`src/rtl/sram_arbiter_if.sv`:
```
// Request/response buses for the video and CPU clients plus the SRAM pin bundle
// shared with sram_arbiter.
interface sram_arbiter_if;
  logic        vga_req;
  logic [20:0] vga_addr;
  logic        vga_ack;
  logic        vga_rvalid;
  logic [7:0]  vga_rdata;

  logic        cpu_req;
  logic        cpu_we;
  logic [20:0] cpu_addr;
  logic [7:0]  cpu_wdata;
  logic        cpu_ack;
  logic        cpu_rvalid;
  logic [7:0]  cpu_rdata;

  logic [20:0] sram_addr;
  logic        sram_we_n;
  logic [7:0]  sram_dq_o;
  logic        sram_dq_oe;
  logic [7:0]  sram_dq_i;
  logic        busy;

  modport slave (
    input  vga_req, vga_addr, cpu_req, cpu_we, cpu_addr, cpu_wdata, sram_dq_i,
    output vga_ack, vga_rvalid, vga_rdata, cpu_ack, cpu_rvalid, cpu_rdata,
           sram_addr, sram_we_n, sram_dq_o, sram_dq_oe, busy
  );

  modport master (
    output vga_req, vga_addr, cpu_req, cpu_we, cpu_addr, cpu_wdata, sram_dq_i,
    input  vga_ack, vga_rvalid, vga_rdata, cpu_ack, cpu_rvalid, cpu_rdata,
           sram_addr, sram_we_n, sram_dq_o, sram_dq_oe, busy
  );
endinterface

```
`src/rtl/sram_arbiter.sv`:
```
// Arbiter and access sequencer for one 8-bit asynchronous SRAM shared by the
// video fetch engine (fixed bursts, priority) and the CPU (single bytes).
module sram_arbiter #(
  parameter int VGA_BURST = 8
) (
  input logic           clk,
  input logic           reset,
  sram_arbiter_if.slave bus
);
  typedef enum logic [2:0] {IDLE, VRD, CRD, CWS, CWP, CWH} state_t;
  typedef enum logic {LAST_CPU, LAST_VIDEO} last_t;

  localparam logic [5:0] LAST_BEAT = 6'(VGA_BURST - 1);

  state_t     state;
  state_t     state_nxt;
  last_t      last_grant;
  logic       grant_vga;
  logic       grant_cpu;
  logic [5:0] beat;

  // NOTE: clocked state uses non-blocking assignments so every register
  // samples pre-edge values regardless of process evaluation order.
  always_ff @(posedge clk or posedge reset) begin
    if (reset) state <= IDLE;
    else       state <= state_nxt;
  end

  always_comb begin
    // NOTE: every output of this block gets a default first, so no path
    // leaves one unassigned and no latch is inferred.
    state_nxt = state;
    grant_vga = 1'b0;
    grant_cpu = 1'b0;
    case (state)
      IDLE: begin
        // A tie goes to whichever client was not served last.
        if (bus.vga_req && (!bus.cpu_req || last_grant == LAST_CPU)) begin
          grant_vga = 1'b1;
          state_nxt = VRD;
        end else if (bus.cpu_req) begin
          grant_cpu = 1'b1;
          state_nxt = bus.cpu_we ? CWS : CRD;
        end
      end
      VRD:     if (beat == LAST_BEAT) state_nxt = IDLE;
      CRD:     state_nxt = IDLE;
      CWS:     state_nxt = CWP;
      CWP:     state_nxt = CWH;
      CWH:     state_nxt = IDLE;
      default: state_nxt = IDLE;
    endcase
  end

  always_ff @(posedge clk or posedge reset) begin
    if (reset) begin
      last_grant     <= LAST_CPU;
      beat           <= '0;
      bus.sram_addr  <= '0;
      bus.sram_we_n  <= 1'b1;
      bus.sram_dq_oe <= 1'b0;
      bus.sram_dq_o  <= '0;
      bus.vga_ack    <= 1'b0;
      bus.cpu_ack    <= 1'b0;
      bus.vga_rvalid <= 1'b0;
      bus.cpu_rvalid <= 1'b0;
      bus.vga_rdata  <= '0;
      bus.cpu_rdata  <= '0;
    end else begin
      bus.vga_ack    <= grant_vga;
      bus.cpu_ack    <= grant_cpu;
      bus.vga_rvalid <= (state == VRD);
      bus.cpu_rvalid <= (state == CRD);
      if (state == VRD) bus.vga_rdata <= bus.sram_dq_i;
      if (state == CRD) bus.cpu_rdata <= bus.sram_dq_i;

      if (grant_vga) begin
        last_grant    <= LAST_VIDEO;
        bus.sram_addr <= bus.vga_addr;
        beat          <= '0;
      end else if (grant_cpu) begin
        last_grant    <= LAST_CPU;
        bus.sram_addr <= bus.cpu_addr;
        if (bus.cpu_we) bus.sram_dq_o <= bus.cpu_wdata;
      end else if (state == VRD && beat != LAST_BEAT) begin
        // 21-bit add wraps 0x1FFFFF to 0 inside a burst.
        bus.sram_addr <= bus.sram_addr + 21'd1;
        beat          <= beat + 6'd1;
      end

      // Pin controls are decoded from the upcoming state so they are glitch-free registers.
      bus.sram_we_n  <= (state_nxt != CWP);
      bus.sram_dq_oe <= (state_nxt inside {CWS, CWP, CWH});
    end
  end

  assign bus.busy = (state != IDLE);
endmodule
```
`src/flat_wrapper.sv`:
```
// flat-port wrapper written by rule: the top's interface ports become plain ports
module sram_arbiter_flat 
#(
  parameter int VGA_BURST = 8
)
  (clk, reset, bus_vga_req, bus_vga_addr, bus_cpu_req, bus_cpu_we, bus_cpu_addr, bus_cpu_wdata, bus_sram_dq_i, bus_vga_ack, bus_vga_rvalid, bus_vga_rdata, bus_cpu_ack, bus_cpu_rvalid, bus_cpu_rdata, bus_sram_addr, bus_sram_we_n, bus_sram_dq_o, bus_sram_dq_oe, bus_busy);
  sram_arbiter_if bus_i ();
  input logic clk;
  input logic reset;
  input wire logic [$bits(bus_i.vga_req)-1:0] bus_vga_req;
  input wire logic [$bits(bus_i.vga_addr)-1:0] bus_vga_addr;
  input wire logic [$bits(bus_i.cpu_req)-1:0] bus_cpu_req;
  input wire logic [$bits(bus_i.cpu_we)-1:0] bus_cpu_we;
  input wire logic [$bits(bus_i.cpu_addr)-1:0] bus_cpu_addr;
  input wire logic [$bits(bus_i.cpu_wdata)-1:0] bus_cpu_wdata;
  input wire logic [$bits(bus_i.sram_dq_i)-1:0] bus_sram_dq_i;
  output wire logic [$bits(bus_i.vga_ack)-1:0] bus_vga_ack;
  output wire logic [$bits(bus_i.vga_rvalid)-1:0] bus_vga_rvalid;
  output wire logic [$bits(bus_i.vga_rdata)-1:0] bus_vga_rdata;
  output wire logic [$bits(bus_i.cpu_ack)-1:0] bus_cpu_ack;
  output wire logic [$bits(bus_i.cpu_rvalid)-1:0] bus_cpu_rvalid;
  output wire logic [$bits(bus_i.cpu_rdata)-1:0] bus_cpu_rdata;
  output wire logic [$bits(bus_i.sram_addr)-1:0] bus_sram_addr;
  output wire logic [$bits(bus_i.sram_we_n)-1:0] bus_sram_we_n;
  output wire logic [$bits(bus_i.sram_dq_o)-1:0] bus_sram_dq_o;
  output wire logic [$bits(bus_i.sram_dq_oe)-1:0] bus_sram_dq_oe;
  output wire logic [$bits(bus_i.busy)-1:0] bus_busy;
  assign bus_i.vga_req = bus_vga_req;
  assign bus_i.vga_addr = bus_vga_addr;
  assign bus_i.cpu_req = bus_cpu_req;
  assign bus_i.cpu_we = bus_cpu_we;
  assign bus_i.cpu_addr = bus_cpu_addr;
  assign bus_i.cpu_wdata = bus_cpu_wdata;
  assign bus_i.sram_dq_i = bus_sram_dq_i;
  assign bus_vga_ack = bus_i.vga_ack;
  assign bus_vga_rvalid = bus_i.vga_rvalid;
  assign bus_vga_rdata = bus_i.vga_rdata;
  assign bus_cpu_ack = bus_i.cpu_ack;
  assign bus_cpu_rvalid = bus_i.cpu_rvalid;
  assign bus_cpu_rdata = bus_i.cpu_rdata;
  assign bus_sram_addr = bus_i.sram_addr;
  assign bus_sram_we_n = bus_i.sram_we_n;
  assign bus_sram_dq_o = bus_i.sram_dq_o;
  assign bus_sram_dq_oe = bus_i.sram_dq_oe;
  assign bus_busy = bus_i.busy;
  sram_arbiter #(.VGA_BURST(VGA_BURST)) u_core (.clk(clk), .reset(reset), .bus(bus_i));
endmodule
```
`config.mk`:
```
export PLATFORM = sky130hd
export DESIGN_NAME = sram_arbiter_flat
export DESIGN_NICKNAME = d
export VERILOG_FILES = /design/src/rtl/sram_arbiter_if.sv /design/src/rtl/sram_arbiter.sv /design/src/flat_wrapper.sv
export SDC_FILE = /design/constraint.sdc
export NUM_CORES = 1
export LEC_CHECK = 0
export ABC_AREA = 1
export BUFFER_PORTS_ARGS = -buffer_cell sky130_fd_sc_hd__buf_4
export CELL_PAD_IN_SITES_DETAIL_PLACEMENT = 0
export CELL_PAD_IN_SITES_GLOBAL_PLACEMENT = 1
export CORE_MARGIN = 8
export CORE_UTILIZATION = 33
export CTS_BUF_LIST = sky130_fd_sc_hd__clkbuf_2 sky130_fd_sc_hd__clkbuf_4 sky130_fd_sc_hd__clkbuf_8
export DETAILED_ROUTE_END_ITERATION = 10
export PLACE_DENSITY_LB_ADDON = 0.05
export SLEW_MARGIN = 10
export SYNTH_ARGS = -nofsm -noshare
export SYNTH_HDL_FRONTEND = slang
export SYNTH_SLANG_ARGS = --single-unit
```
`constraint.sdc`:
```
create_clock -name clk -period 1.6 [get_ports clk]
set_input_delay 0.08 -clock clk [delete_from_list [all_inputs] [get_ports clk]]
set_output_delay 0.08 -clock clk [all_outputs]
set_load 0.1 [all_outputs]
```
==> results of run 1 <==
==> layout by cell type, fill, tap and decap left out, drive strengths merged, types with 2 or more instances in the layout <==
cell type | netlist | routed
nor2 | 60 | 61
buf | 10 | 145
clkbuf | 4 | 13
clkinvlp | 0 | 2
ha | 2 | 2
dfrtp | 60 | 60
nand2 | 167 | 167
nand3 | 55 | 55
dlygate4sd3 | 0 | 9
xor2 | 3 | 3
nor3 | 3 | 3
inv | 42 | 41
nand4 | 4 | 4
a21oi | 18 | 18
xnor2 | 2 | 2
o21ai | 27 | 27
nand3b | 3 | 3
o211ai | 2 | 2
==> metrics by stage <==
step                 TNS, ns    util  hold WS, ns
CTS                        0  0.4986     0.002723
global route         -0.1597  0.5168      0.01246
global placement    -0.02752  0.4658       0.1448
detailed placement   -0.7690  0.4658       0.1477
floorplan                  0       -       0.1916
finish                     0  0.5168      0.01991
==> cells by family after synthesis <==
family                     after synthesis  share of synthesized area
buffers and inverters                   56                    0.06869
adders and majority gates                2                   0.007506
xor gates and xnor gates                 5                    0.01314
DFF                                     61                     0.4583
and+or+nand+nor                        293                     0.3735
AOI/OAI and AO/OA                       49                    0.07883
==> per-layer routing <==
layer  GRT usage  vias to the layer above  routed length [um]
li1            -                     1790                   -
met4     0.04667                        0                  74
met3     0.05688                        6                 842
met1      0.1963                     1609                4521
met5           0                        -                   0
met2      0.2712                       87                5221
==> worst max path at each step <==
stage	from	end	depth (start not counted)
after floorplan	u_core.bus.sram_addr[7]	u_core.bus.sram_addr[20]	7
after global placement	u_core.state[1]	u_core.bus.sram_addr[18]	8
after detailed placement	u_core.state[0]	u_core.bus.sram_dq_o[7]	9
after CTS	u_core.state[0]	u_core.bus.sram_addr[18]	7
after global routing	u_core.beat[0]	u_core.bus.sram_addr[18]	7
final	u_core.beat[0]	u_core.bus.sram_addr[18]	7
==> final cells by class <==
class / count / share of cell area
Tap cell: 133 / 0.03295
Clock buffer: 13 / 0.03418
Inverter: 42 / 0.03245
Clock inverter: 3 / 0.008422
Sequential cell: 61 / 0.3121
Multi-Input combinational cell: 350 / 0.3354
Timing Repair Buffer: 154 / 0.2445
==> worst max-delay path, stage by stage (launching register included) <==
cell and delay, ns:
dfrtp_1 0.40, ha_2 0.19, nand3b_1 0.13, nor2_2 0.06, nor2_4 0.27, nor2_4 0.11
nor2_1 0.18, a21oi_1 0.09
==> flip-flops by register name (all words and copies together) (netlist names) <==
| signal | flops |
|---|---|
| u_core.bus.sram_we_n | 1 |
| u_core.bus.cpu_ack | 1 |
| u_core.beat | 6 |
| u_core.state | 3 |
| u_core.bus.sram_dq_oe | 1 |
| u_core.bus.sram_addr | 21 |
| u_core.bus.vga_rvalid | 1 |
| u_core.bus.cpu_rvalid | 1 |
| u_core.bus.vga_ack | 1 |
| u_core.bus.vga_rdata | 8 |
| u_core.bus.cpu_rdata | 8 |
| u_core.last_grant | 1 |
| u_core.bus.sram_dq_o | 8 |
==> cell usage after synthesis, drive strengths merged <==
library cell / n / area share
clkbuf: 4 / 0.0045
inv: 42 / 0.047
xnor2: 2 / 0.0053
o211ai: 2 / 0.0045
nand2: 167 / 0.19
nand4: 4 / 0.0075
buf: 10 / 0.017
and2: 1 / 0.0019
nor3: 3 / 0.0079
dfrtp: 60 / 0.45
nand3: 55 / 0.083
o21ai: 27 / 0.043
nor2: 60 / 0.074
o21bai: 1 / 0.0023
ha: 2 / 0.0075
a211oi: 1 / 0.0023
a21oi: 18 / 0.027
nand3b: 3 / 0.0068
dfstp: 1 / 0.0079
xor2: 3 / 0.0079
==> repair_timing <==
item / CTS / global route
hold buffers: 9 / 0
endpoints found under the setup margin: 20 / 36
gates cloned: 0 / 1
pin swaps: 3 / 7
buffers inserted: 1 / 9
hold endpoints to repair: 25 / 0
gates resized for setup: 4 / 32
==> results.yml, run 1 <==
setup_path:
  r2r_end: "u_core.bus.sram_addr[18]"
  startpoint_type: "flip-flop"
  critPathKind: "reg2reg"
  timing.rr.start: "u_core.beat[0]"
  reg2reg_depth: 7
  cp-end-kind: "flip-flop"
  cp_max_fo: 7
  ff2ff_setup_slack_ns: 0.06
  arrival_ns: 1.77
  required_ns: 1.83
hold_path:
  holdPathStages: 3
  hold_path_class: "in2reg"
  min_from: "bus_sram_dq_i[1]"
  holdPathEnd: "u_core.bus.vga_rdata[1]"
synth:
  synth_seq_area_share: 0.4583
  synth_nets: 531
  avgSynthCellArea_um2: 7.153
  yosys_warnings: 0
  ys_ff_latch: 61
  ys_types: 28
  netlist_instances: 466
  synth_area_um2: 3333
final_layout:
  regArea_um2: 1577
  final_cells: 756
  antenna_cells: 0
  syn2layout_area_growth_pct: 51.54
  fin_area_um2: 5051
  multiInputGateArea_um2: 1694
  final_nets: 683
  fillCellCount: 1012
  drive_gt1_frac: 0.3579
die:
  initial_utilization: 0.3410
  dieWidth_um: 116.5
  num_rows: 36
  fp.coreArea_um2: 9774
  fp.dieH_um: 116.5
  io-pin-count: 115
  die_area_um2: 13570
clocking:
  cts-htree-levels: 3
  cts_tree: "done"
  cts_buffer_depth: 2
  clock_latency_ns: 0.34
  path_clk_slew_ns: 0.07
  cts_sinks: 61
  cts_root_buf: "clkbuf_8"
  cts_buffers: 9
placement:
  dp.cells: 720
  port_buffers: 114
  place_ws_ns: -0.07826
  placed_area_um2: 4553
  routabilityCongestion: 0.7900
  dpl.hpwl_um: 8106
drt:
  vias: 3492
  drc_errors: 0
  ant_nets: 0
  wl_per_cell_um: 14.10
  dr.pass1.iters: 4
  vias_per_cell: 4.619
  drt_iter0_drc: 137
  routed_wl_um: 10660
global_routing:
  grt_pass1_vias: 3603
  grtUsageTotal: 0.1636
  grt_max_degree: 34
  antenna_found_initial: 0
  grt_pass1_wl_um: 17490
  grt_overflow_total: 0
timing:
  min_period_ns: 1.540
  rsz0062_at_grt: "true"
  worst-slew-pin-transition_ns: 0.4819
  skew_ns: 0.009395
  timing.final.ws_setup_ns: 0.05969
  relSlewSlack: 0.6781
  setup_viol: 0
  clock.fmax_ghz: 0.6492
  hold_violations: 0
  period_share: 0.9627
  final_max_slew_viol_count: 0
outcome:
  outcome: "finished, final reports clean"
flow_run:
  cap_viol_max_count: 0
Power of run 1 is left out: the tool's default activity adds up to more than one toggle a clock period on the data nets, which glitch-free logic cannot reach.
==> run 2, diff against run 1 <==
- PLACE_DENSITY_LB_ADDON: 0.05 -> 0.1
==> run 2 against run 1 <==
  * Die area stayed put
  * Register-to-register slack hardly changed
  * Routed wire length increased by 0.36%
  * Cell area rose by 0.92%
  * Critical path type unchanged
  * Worst setup slack lost 0.0027 ns
  * Worst hold slack got worse by 0.0033 ns
  * Flip-flop and latch count unchanged
  * Non-clock buffer count increased by 2
  * Critical endpoint is now u_core.beat[4]
  * Via count rose by 1.7%
==> results.yml, run 2 (same netlist as run 1, synthesis figures left out) <==
die:
  fp.coreArea_um2: 9774
  initial_utilization: 0.3410
  fp.dieH_um: 116.5
  io-pin-count: 115
  num_rows: 36
  die_area_um2: 13570
  dieWidth_um: 116.5
timing:
  worst-slew-pin-transition_ns: 0.4158
  final.setup.tns_ns: 0
  final_max_slew_viol_count: 0
  clock.fmax_ghz: 0.6481
  timing.final.ws_setup_ns: 0.05704
  min_period_ns: 1.543
  relSlewSlack: 0.7225
  skew_ns: 0.008614
  rsz0062_at_grt: "true"
  period_share: 0.9643
  setup_viol: 0
  hold_violations: 0
hold_path:
  min_from: "bus_sram_dq_i[2]"
  holdPathStages: 3
  holdPathEnd: "u_core.bus.vga_rdata[2]"
  hold_path_class: "in2reg"
setup_path:
  ff2ff_setup_slack_ns: 0.06
  crit_family: "compound AO/OA/AOI/OAI gates"
  startpoint_type: "flip-flop"
  r2r_end: "u_core.beat[4]"
  reg2reg_depth: 7
  cp-end-kind: "flip-flop"
  cp_max_fo: 4
  arrival_ns: 1.79
  cp_num_cells: 7
  critPathKind: "reg2reg"
  crit_slowest_cell: "dfrtp_1"
  path_common_cell: "buf_6"
  critPathBufInv: 2
  required_ns: 1.85
  cpPeakStageDelay_ns: 0.39
  timing.rr.start: "u_core.beat[1]"
  cp_cell_sequence: "ha_2 -> nand3b_1 -> o21ai_2 -> buf_6 -> nand2_4 -> buf_6 -> o21ai_0"
placement:
  place_ws_ns: -0.01392
  routabilityCongestion: 0.7985
  placed_area_um2: 4573
  dpl.hpwl_um: 8136
  port_buffers: 114
drt:
  ant_nets: 0
  wl_per_cell_um: 14.13
  dr.pass1.iters: 5
  vias_per_cell: 4.690
  routed_wl_um: 10700
  drc_errors: 0
  vias: 3550
  drt_iter0_drc: 171
clocking:
  cts_tree: "done"
  cts_buffer_depth: 2
  clock_latency_ns: 0.34
  path_clk_slew_ns: 0.08
  cts_buffers: 9
  cts_root_buf: "clkbuf_8"
  cts_sinks: 61
  cts-htree-levels: 3
global_routing:
  grt_pass1_wl_um: 16750
  grt_overflow_total: 0
  grtUsageTotal: 0.1583
  grt_pass1_vias: 3458
  grt_max_degree: 30
  antenna_found_initial: 0
final_layout:
  antenna_cells: 0
  layout_common_cells: "nand2_1, buf_4, nand3_1"
  fin_area_um2: 5097
  largest_reg_flops: 21
  syn2layout_area_growth_pct: 52.93
  regArea_um2: 1575
  multiInputGateArea_um2: 1679
  fillCellCount: 979
  drive_gt1_frac: 0.3574
  largest-register: "u_core.bus.sram_addr"
  final_common_cell: "nand2_1"
  final_nets: 684
outcome:
  outcome: "finished, final reports clean"
flow_run:
  cap_viol_max_count: 0
## run 2: how the worst max path moves through the flow
stage                                  from                        to  slack, ns
finish                       u_core.beat[1]            u_core.beat[4]       0.06
global route        u_core.bus.sram_addr[1]   u_core.bus.sram_addr[6]      -0.05
CTS                          u_core.beat[1]  u_core.bus.sram_addr[19]      0.002
detailed placement           u_core.beat[1]            u_core.beat[3]      -0.01
global placement             u_core.beat[1]            u_core.beat[2]      0.004
floorplan           u_core.bus.sram_addr[7]  u_core.bus.sram_addr[20]       0.02
## run 2: layer usage
metal / vias to the layer above / share of wire / GRT usage
li1: 1796 / - / -
met1: 1648 / 0.43 / 0.1940
met2: 95 / 0.49 / 0.2589
met3: 11 / 0.074 / 0.04447
met4: 0 / 0.014 / 0.05964
met5: - / 0 / 0
## run 2: worst register-to-register path: cells and delay by family (launching register included)
kind	cells	cell delay (ns)
compound gates	2	0.43
fa+ha+maj	1	0.19
buf+inv	2	0.27
flops	1	0.39
simple gates	2	0.17
## run 2: timing repair
item | in CTS | in global routing
buffers inserted | 2 | 8
gates resized for setup | 0 | 34
pin swaps | 1 | 12
hold endpoints to repair | 24 | 0
hold buffers | 11 | 0
endpoints found under the setup margin | 6 | 34
## run 2: area by class of cell
class,count,share of cell area
Clock inverter,6,0.01841
Sequential cell,61,0.3090
Inverter,42,0.03166
Clock buffer,10,0.02700
Tap cell,133,0.03265
Timing Repair Buffer,156,0.2518
Multi-Input combinational cell,349,0.3294
## run 2: stage by stage
| step | cells | util | hold slack, ns |
|---|---|---|---|
| finish | 757 | 0.5215 | 0.01662 |
| global placement | 721 | 0.4679 | 0.07842 |
| CTS | 750 | 0.5044 | 0.001616 |
| global route | 757 | 0.5215 | 0.01800 |
| floorplan | 466 | - | 0.1916 |
| detailed placement | 721 | 0.4679 | 0.07912 |
Power of run 2 is left out for the same reason.
==> run 3, diff against run 2 <==
- CORE_MARGIN: 8 -> default
==> run 3 against run 2 <==
  * Worst hold slack worse by 0.0035 ns
  * Register-to-register slack worse by 0.07 ns
  * Clock skew grew 0.0013 ns
  * Critical endpoint is now u_core.bus.sram_addr[9]
  * The run now ends with setup timing left
==> results.yml, run 3 (same netlist as run 1, synthesis figures left out) <==
clocking:
  cts_buffers: 9
  path_clk_slew_ns: 0.08
  clock_latency_ns: 0.34
  cts_root_buf: "clkbuf_8"
  cts-htree-levels: 3
  cts_buffer_depth: 2
  cts_tree: "done"
  cts_sinks: 61
setup_path:
  cp-end-kind: "flip-flop"
  cp_cell_sequence: "buf_4 -> nor3_4 -> inv_2 -> nor2_4 -> nor2_4 -> buf_12 -> nor2_1 -> a21oi_1"
  crit_slowest_cell: "dfrtp_1"
  arrival_ns: 1.84
  cpPeakStageDelay_ns: 0.40
  startpoint_type: "flip-flop"
  path_common_cell: "nor2_4"
  cp_max_fo: 14
  required_ns: 1.83
  critPathBufInv: 3
  critPathKind: "reg2reg"
  crit_family: "simple AND/OR/NAND/NOR gates"
drt:
  wl_per_cell_um: 12.85
  drt_iter0_drc: 97
  wl_met2_um: 4657
  m1WireLength_um: 4458
  topRoutingLayerUsed: "met4"
  drc_errors: 0
  vias_per_cell: 4.498
  vias: 3396
  dr.pass1.iters: 6
  routed_wl_um: 9699
  wl_met3_um: 479
  ant_nets: 0
global_routing:
  grt_pass1_wl_um: 15320
  grtUsageTotal: 0.1913
  grt_max_degree: 62
  antenna_found_initial: 0
  grt_pass1_vias: 3169
  grt_overflow_total: 0
placement:
  port_buffers: 114
  routabilityCongestion: 0.7838
  dpl.hpwl_um: 6843
  place_ws_ns: -0.08253
final_layout:
  final_common_cell: "nand2_1"
  antenna_cells: 0
  layout_common_cells: "nand2_1, buf_4, nand3_1"
  final_nets: 682
  drive_gt1_frac: 0.3521
  largest_reg_flops: 21
  syn2layout_area_growth_pct: 52.18
  largest-register: "u_core.bus.sram_addr"
  final_util: 0.5189
timing:
  min_period_ns: 1.610
  rsz0062_at_grt: "true"
  timing.final.ws_setup_ns: -0.01046
  setup_viol: 4
  clock.fmax_ghz: 0.6209
  skew_ns: 0.009932
  hold_violations: 0
  worst-slew-pin-transition_ns: 0.4398
  final_max_slew_viol_count: 0
  period_share: 1.007
  relSlewSlack: 0.7065
die:
  initial_utilization: 0.3410
  num_rows: 36
  io-pin-count: 115
  fp.coreArea_um2: 9774
  die_area_um2: 10510
  dieWidth_um: 102.5
  fp.dieH_um: 102.5
hold_path:
  hold_path_class: "in2reg"
outcome:
  outcome: "finished, violations left"
  violations: "setup timing"
flow_run:
  cap_viol_max_count: 0
run 3: tightest hold or removal path, delay by kind of cell:
| family | cells | cell delay, ns |
|---|---|---|
| AOI/OAI and AO/OA | 1 | 0.08 |
| buffers and inverters | 2 | 0.15 |
run 3: timing repair:
action                                  in CTS  in global routing
endpoints found under the setup margin      29                 35
hold buffers                                10                  0
gates cloned                                 0                  1
pin swaps                                    4                  8
endpoints found under the hold margin       69                  0
setup buffers                                6                  8
gates resized for setup                      4                 32
run 3: final cells by class:
class	instances	area (um2)
Timing Repair Buffer	154	1256
Sequential cell	61	1575
Multi-Input combinational cell	349	1718
Clock inverter	6	63.81
Clock buffer	10	131.4
Tap cell	133	166.4
Fill cell	977	4702
Inverter	42	161.4
run 3: layer usage:
layer | track usage | up-vias
li1 | - | 1782
met1 | 0.2463 | 1532
met2 | 0.3138 | 74
met3 | 0.05288 | 8
met4 | 0.05604 | 0
met5 | 0 | -
run 3: path summary, 6_finish.rpt:
path,startpoint,to,slack [ns],cells after the start
max in group asynchronous,reset,u_core.bus.sram_addr[6],0.90,4
max reg2reg,u_core.state[1],u_core.bus.sram_addr[9],-0.01,8
min in group asynchronous,reset,u_core.bus.sram_addr[16],0.37,4
min,bus_sram_dq_i[5],u_core.bus.cpu_rdata[5],0.01,3
max,u_core.state[1],u_core.bus.sram_addr[9],-0.01,8
min reg2reg,u_core.bus.sram_dq_o[5],u_core.bus.sram_dq_o[5],0.48,2
run 3: metrics by stage:
stage	cell area, um2	std cells	hold WS (ns)	setup TNS [ns]
2_1_floorplan	3407	466	0.1916	0
3_3_place_gp	4516	715	0.2067	-0.2399
3_5_place_dp	4516	715	0.2052	-1.173
4_1_cts	4877	747	0.0007567	-0.004507
5_1_grt	5072	755	0.007510	-1.390
6_report	5072	755	0.01315	-0.03426
Power of run 3 is left out for the same reason.
